File: config.mk
export PLATFORM = sky130hd
export DESIGN_NAME = bnn_dot_acc
export DESIGN_NICKNAME = d
export VERILOG_FILES = /design/src/rtl/bnn_dot_acc.sv
export SDC_FILE = /design/constraint.sdc
export NUM_CORES = 1
export LEC_CHECK = 0
export CORE_MARGIN = 5
export CORE_UTILIZATION = 46
export CTS_CLUSTER_DIAMETER = 120
export DETAILED_ROUTE_END_ITERATION = 10
export PLACE_DENSITY = 0.81
export SLEW_MARGIN = 20
export SYNTH_ARGS = -nofsm -noshare
export SYNTH_HDL_FRONTEND = slang
export SYNTH_SLANG_ARGS = --single-unit
File: constraint.sdc
create_clock -name clk -period 6.5 [get_ports clk]
set_input_delay 1.3 -clock clk [delete_from_list [all_inputs] [get_ports clk]]
set_output_delay 1.3 -clock clk [all_outputs]
set_load 0.02 [all_outputs]
File: src/rtl/bnn_dot_acc.sv
// bnn_dot_acc: multi-cycle binary-NN dot-product engine.
// Streams len operand beats of LANES words each and accumulates popcount(~(a ^ b)).
// Optional feature: define BNN_THRESH_EN to add thresh_i/act_o (result >= threshold).
module bnn_dot_acc #(
  parameter int unsigned XLEN      = 32,
  parameter int unsigned LANES     = 1,
  parameter int unsigned MAX_WORDS = 64,
  localparam int unsigned CNT_W    = $clog2(MAX_WORDS + 1),
  localparam int unsigned ACC_W    = $clog2(MAX_WORDS * LANES * XLEN + 1)
) (
  input  logic                  clk,
  input  logic                  reset_n,
  input  logic                  start_i,
  input  logic [CNT_W-1:0]      len_i,
  output logic                  busy_o,
  input  logic                  in_valid_i,
  output logic                  in_ready_o,
  input  logic [XLEN*LANES-1:0] op_a_i,
  input  logic [XLEN*LANES-1:0] op_b_i,
  output logic                  res_valid_o,
  input  logic                  res_ready_i,
`ifdef BNN_THRESH_EN
  input  logic [ACC_W-1:0]      thresh_i,
  output logic                  act_o,
`endif
  output logic [ACC_W-1:0]      res_o
);

  typedef enum logic [1:0] {StIdle, StRun, StDone} state_e;

  state_e             state_q;
  logic [CNT_W-1:0]   len_q;
  logic [CNT_W-1:0]   cnt_q;
  logic [ACC_W-1:0]   acc_q;
  logic [CNT_W-1:0]   len_clamp;
  logic [XLEN*LANES-1:0] match;
  logic [ACC_W-1:0]   beat_pop;

  // Oversized requests run the longest supported job rather than wrapping.
  assign len_clamp = (len_i > CNT_W'(MAX_WORDS)) ? CNT_W'(MAX_WORDS) : len_i;
  assign match     = ~(op_a_i ^ op_b_i);

  // Popcount of all lanes at once; the per-lane sum is the same total.
  always_comb begin
    beat_pop = '0;
    for (int unsigned i = 0; i < XLEN * LANES; i++) begin
      beat_pop = beat_pop + ACC_W'(match[i]);
    end
  end

`ifdef BNN_THRESH_EN
  logic [ACC_W-1:0] thresh_q;

  // Threshold is captured with the job so it cannot change under a pending result.
  always_ff @(posedge clk or negedge reset_n) begin
    if (!reset_n) begin
      thresh_q <= '0;
    end else if (state_q == StIdle && start_i) begin
      thresh_q <= thresh_i;
    end
  end

  assign act_o = (state_q == StDone) && (acc_q >= thresh_q);
`endif

  // Job sequencing: latch length, accumulate accepted beats, hold result until taken.
  always_ff @(posedge clk or negedge reset_n) begin
    if (!reset_n) begin
      state_q <= StIdle;
      len_q   <= '0;
      cnt_q   <= '0;
      acc_q   <= '0;
    end else begin
      unique case (state_q)
        StIdle: begin
          if (start_i) begin
            len_q   <= len_clamp;
            cnt_q   <= '0;
            acc_q   <= '0;
            state_q <= (len_clamp == '0) ? StDone : StRun;
          end
        end
        StRun: begin
          if (in_valid_i) begin
            acc_q <= acc_q + beat_pop;
            cnt_q <= cnt_q + CNT_W'(1);
            if (cnt_q + CNT_W'(1) == len_q) begin
              state_q <= StDone;
            end
          end
        end
        StDone: begin
          if (res_ready_i) begin
            state_q <= StIdle;
          end
        end
        default: state_q <= StIdle;
      endcase
    end
  end

  assign busy_o      = (state_q != StIdle);
  assign in_ready_o  = (state_q == StRun);
  assign res_valid_o = (state_q == StDone);
  assign res_o       = acc_q;

endmodule

==> flow_summary.json, run 1 <==
{
  "timing.critical_path.required_ns": 6.67,
  "grt.overflow.total": 0,
  "die_area_um2": 7360,
  "final_nets": 482,
  "reg2reg_slack_ns": 1.17,
  "path_delay_family": "adder cells",
  "rows": 27,
  "avgSynthCellArea_um2": 9.76,
  "antenna_cells": 0,
  "grt_usage_pct": 18.9,
  "place_area_um2": 3620,
  "drtIter0Drc": 146,
  "die_w_um": 85.8,
  "fin_crit_ns": 6.30,
  "synth_common_cells": "34 x xor2_1, 28 x dfrtp_1, 28 x o21ai_0",
  "maxSlewHeadroom_pct": 40.1,
  "grt_max_degree": 29,
  "io_pins": 91,
  "layout-drive-gt1-share_pct": 7.44,
  "antenna_left": 0,
  "end_kind": "register",
  "drt_wl_total_um": 6970,
  "post-route-util_pct": 69.7,
  "hold_viol": 0,
  "path_cells": "dlymetal6s2s_1 > xor2_2 > fa_1 > fa_1 > fa_1 > fa_1 > fa_1 > fa_1 > fa_2 > fa_2 > nor2b_2 > o31a_1 > o21a_1 > or3_1 > a32o_1",
  "routedWlPerCell_um": 16.0,
  "synth_top_area_share_pct": 26.5,
  "rsz0062_at_grt": "false",
  "setup_violations": 0,
  "async_flop_share_pct": 100,
  "numClockSinks": 28,
  "vias": 2271,
  "cp-start-kind": "primary input",
  "fin_crit_sh_pct": 96.9,
  "syn2layout_area_growth_pct": 46.0,
  "cts.clk_slew.worst_paths_ns": 0.09,
  "crit_top_cell": "fa_1",
  "critPathSlowestCell": "fa_1",
  "start_util_pct": 47.7,
  "ys_seq_area_share_pct": 26.5,
  "grt_pass1_wl_um": 11300,
  "cts_root_buf": "clkbuf_8",
  "grt_pass1_vias": 2390,
  "fmax_ghz": 0.159,
  "cts_tree": "yes",
  "route.detailed.drc": 0,
  "yosys.area.top_type": "dfrtp_1",
  "fin_area_um2": 3860,
  "critPathMaxStageDelay_ns": 0.60,
  "syn_inst": 271,
  "port_buffers": 90,
  "hp-class": "register to register",
  "die_h_um": 85.8,
  "yosys-top-cells-area": "dfrtp_1 27%, fa_1 20%, xor2_1 11%",
  "syn_area_um2": 2640,
  "drv_slew": 0,
  "syn-num-nets": 389,
  "via_per_inst": 5.22,
  "crit_start": "op_a_i[22]",
  "insertion_delay_ns": 0.28,
  "status": "finished, final reports clean",
  "antenna_found_initial": 0,
  "ys_types": 38,
  "cts_buffers": 3,
  "synth_ff_type": "dfrtp_1",
  "fin_cells": 435,
  "worstHoldStart": "cnt_q[6]$_DFFE_PN0P_",
  "gp_congestion": 0.811,
  "ctsHtreeMaxLevel": 1,
  "ys_ff_latch": 28,
  "synth-edff-count": 0,
  "placed_cells": 430,
  "ys_warn_count": 0,
  "finClkSkew_ns": 0.00431,
  "maxCapViolations": 0,
  "firstDrtPassIters": 4,
  "criticalPathCategory": "primary input to register",
  "worst_pin_slew_ns": 0.895,
  "cp_max_fo": 4,
  "cts_hold_buf": 0,
  "cp_num_buf_inv": 1,
  "worstPathArrival_ns": 6.47,
  "timing.rr.start": "res_o[0]$_DFFE_PN0P_",
  "hpwl_um": 5630,
  "clk_path_buf_depth": 2,
  "coreArea_um2": 5540,
  "synth.most_common_cell": "xor2_1"
}
final timing paths:
check	end	cells after the start
setup / recovery	res_o[6]$_DFFE_PN0P_	15
hold / removal	cnt_q[6]$_DFFE_PN0P_	1
setup reg to reg	res_o[6]$_DFFE_PN0P_	14
hold reg to reg	cnt_q[6]$_DFFE_PN0P_	1
max in group asynchronous	res_o[3]$_DFFE_PN0P_	2
min in group asynchronous	len_q[0]$_DFFE_PN0P_	2
routing by layer:
metal	GRT usage, %	share of wire, %	vias to the layer above	wire length (um)
li1	-	-	1084	-
met1	24.1	40	1126	2800
met2	33.5	54	55	3780
met3	3.46	4.5	6	315
met4	3.74	1.0	0	72
met5	0	0	-	0
cells in the final DEF (no fill, tap or decap), drive strengths merged, types with 2 or more instances in the layout:
cell type / netlist / routed
a21oi: 5 / 5
a22o: 2 / 2
a32o: 2 / 2
and3: 2 / 2
buf: 4 / 4
clkbuf: 2 / 4
clkdlybuf4s50: 0 / 62
dfrtp: 28 / 28
dlymetal6s2s: 0 / 28
fa: 26 / 26
ha: 16 / 16
inv: 25 / 25
nand2: 23 / 23
nand2b: 8 / 8
nand3: 5 / 5
nor2: 11 / 11
nor2b: 6 / 6
nor3: 4 / 4
o21a: 5 / 5
o21ai: 28 / 28
o31a: 4 / 4
o31ai: 3 / 3
or2: 2 / 2
or3: 5 / 5
xnor2: 11 / 11
xor2: 34 / 34
logic make-up after synthesis:
logic type	share of synthesized area (%)
AND/OR/NAND/NOR	13.4
AO/OA/AOI/OAI	12.7
XOR/XNOR	14.9
adder cells (fa/ha/maj)	27.3
buffers and inverters	4.83
flip-flops	26.5
multiplexers	0.379
repair_timing:
action / CTS / global route
gates resized for setup: 4 / 40
pin swaps: 2 / 30
buffers inserted: 0 / 1
setup endpoints to repair: 4 / 7
flip-flops by register name, summed over array words and instances (netlist names):
| register | cells |
|---|---|
| cnt_q | 7 |
| len_q | 7 |
| res_o | 12 |
| state_q | 2 |
stage by stage:
| stage | hold WS (ns) | setup TNS [ns] | worst slack, ns |
|---|---|---|---|
| after floorplan | 0.465 | 0 | 0.273 |
| after global placement | 0.487 | -1.79 | -0.345 |
| after detailed placement | 0.498 | -2.17 | -0.405 |
| after CTS | 0.510 | 0 | 0.0488 |
| after global routing | 0.552 | 0 | 0.0532 |
| final | 0.506 | 0 | 0.198 |
cell type report:
class                   instances  area, um^2
well taps                      72        90.1
fillers                       432        1680
clock buffers                   4        55.1
multi-input cells             212        1920
inverters                      25        93.8
flip-flops and latches         28         701
repair buffers                 94        1000
Power of run 1 is not shown: default switching activity piles up to over one toggle a cycle in this logic, so the estimate is an artifact.
==> run 2: changes to the inputs <==
- CTS_CLUSTER_SIZE: default -> 12
==> results of run 2 <==
Final layout, timing and power as in run 1 (identical DEF).
Power of run 2 is left out for the same reason.
==> run 3: changes to the inputs <==
- clock period: 6.5 -> 7.2 ns (I/O delays scaled with it)
==> flow_summary.json, run 3 (synthesized netlist as in run 1, its figures left out) <==
{
  "status": "finished, final reports clean",
  "hp-class": "register to register",
  "fin_crit_ns": 6.77,
  "cts.clk_slew.worst_paths_ns": 0.09,
  "cp_max_fo": 4,
  "ff2ff_path_depth": 14,
  "setup_tns_ns": 0,
  "fillers": 464,
  "port_buffers": 90,
  "multi_input_area_um2": 1820,
  "die_area_um2": 7360,
  "fmax_ghz": 0.148,
  "layout-drive-gt1-share_pct": 1.95,
  "rsz0062_at_grt": "false",
  "grt_max_degree": 29,
  "insertion_delay_ns": 0.27,
  "worstPathArrival_ns": 6.94,
  "vias": 2138,
  "clk_path_buf_depth": 2,
  "fin_crit_sh_pct": 94.1,
  "hold_viol": 0,
  "fin_area_um2": 3650,
  "drt_wl_total_um": 6090,
  "placed_cells": 428,
  "dp_slack_ns": 0.101,
  "maxSlewHeadroom_pct": 36.4,
  "ctsHtreeMaxLevel": 1,
  "antenna_found_initial": 0,
  "grt_pass1_vias": 2243,
  "path_cells": "clkdlybuf4s50_1 > xor2_1 > fa_1 > fa_1 > fa_1 > fa_1 > fa_1 > fa_1 > fa_1 > fa_1 > nor2b_1 > o31a_1 > o21a_1 > o21ai_0 > a32o_1",
  "cts_root_buf": "clkbuf_8",
  "layout_common_cells": "90 x clkdlybuf4s50_1, 34 x xor2_1, 28 x o21ai_0, 28 x dfrtp_1, 26 x fa_1",
  "largest_reg_flops": 12,
  "routedWlPerCell_um": 14.1,
  "die_h_um": 85.8,
  "gp_congestion": 0.804,
  "critPathMaxStageDelay_ns": 0.56,
  "grt_usage_pct": 17.2,
  "start_util_pct": 47.7,
  "cts_buffers": 3,
  "coreArea_um2": 5540,
  "layout_commonest_cell": "clkdlybuf4s50_1",
  "timing.critical_path.required_ns": 7.36,
  "grt.overflow.total": 0,
  "criticalPathCategory": "primary input to register",
  "via_per_inst": 4.96,
  "cts_hold_buf": 0,
  "numClockSinks": 28,
  "endpoint": "res_o[6]$_DFFE_PN0P_",
  "reg2reg_slack_ns": 1.70,
  "route.detailed.drc": 0,
  "place_area_um2": 3610,
  "worstHoldStart": "len_q[3]$_DFFE_PN0P_",
  "syn2layout_area_growth_pct": 38.1,
  "cts_resized": 0,
  "rows": 27,
  "worst_pin_slew_ns": 0.951,
  "seqCellArea_um2": 701,
  "crit_start": "op_a_i[18]",
  "timing.rr.start": "res_o[0]$_DFFE_PN0P_",
  "drv_slew": 0,
  "end_kind": "register",
  "reg2reg_to": "res_o[6]$_DFFE_PN0P_",
  "cts_setup_buffers": 0,
  "maxCapViolations": 0,
  "antenna_cells": 0,
  "cts_tree": "yes",
  "grt_pass1_wl_um": 10300,
  "critPathSlowestCell": "fa_1",
  "crit_top_cell": "fa_1",
  "hpwl_um": 5210,
  "drtIter0Drc": 53,
  "setup_violations": 0,
  "antenna_left": 0,
  "firstDrtPassIters": 4,
  "io_pins": 91,
  "fin_cells": 431,
  "final_nets": 479,
  "cp-start-kind": "primary input",
  "finClkSkew_ns": 0.00443,
  "fin_ws_ns": 0.425,
  "die_w_um": 85.8
}
==> run 3: changes by cell type in the layout (fill, tap and decap cells not counted), sizes merged <==
cell,previous run,this run
dlymetal6s2s,28,0
clkbuf,4,3
clkdlybuf4s50,62,90
buf,4,1
==> run 3: how the worst min path moves through the flow <==
stage | endpoint | slack (ns) | cells after the start
final | len_q[3]$_DFFE_PN0P_ | 0.51 | 2
after global routing | len_q[3]$_DFFE_PN0P_ | 0.53 | 2
after CTS | len_q[6]$_DFFE_PN0P_ | 0.51 | 2
after detailed placement | len_q[6]$_DFFE_PN0P_ | 0.49 | 2
after global placement | len_q[6]$_DFFE_PN0P_ | 0.49 | 2
after floorplan | len_q[6]$_DFFE_PN0P_ | 0.47 | 2
==> run 3: through the flow <==
| step | utilization, % | hold WS (ns) |
|---|---|---|
| finish | 65.9 | 0.505 |
| global route | 65.9 | 0.534 |
| CTS | 65.9 | 0.509 |
| detailed placement | 65.1 | 0.487 |
| global placement | 65.1 | 0.487 |
| floorplan | - | 0.465 |
==> run 3: cell type report <==
| class | count | area share (%) |
|---|---|---|
| inverters | 25 | 2.57 |
| repair buffers | 91 | 24.9 |
| flip-flops and latches | 28 | 19.2 |
| multi-input cells | 212 | 49.7 |
| well taps | 72 | 2.47 |
| clock buffers | 3 | 1.13 |
==> run 3: per-layer routing <==
metal,track usage [%],vias to the layer above,routed length (um)
li1,-,1076,-
met1,22.8,1017,2660
met2,29.8,43,3140
met3,3.46,2,253
met4,2.30,0,27
met5,0,-,0
==> run 3: worst max-delay path: cells and delay by family <==
family          cells  cell delay (ns)
simple gates        1             0.18
buf+inv             1             0.49
xor+xnor            1             0.22
compound gates      4             0.68
fa+ha+maj           8             3.92
Power of run 3 is left out for the same reason.
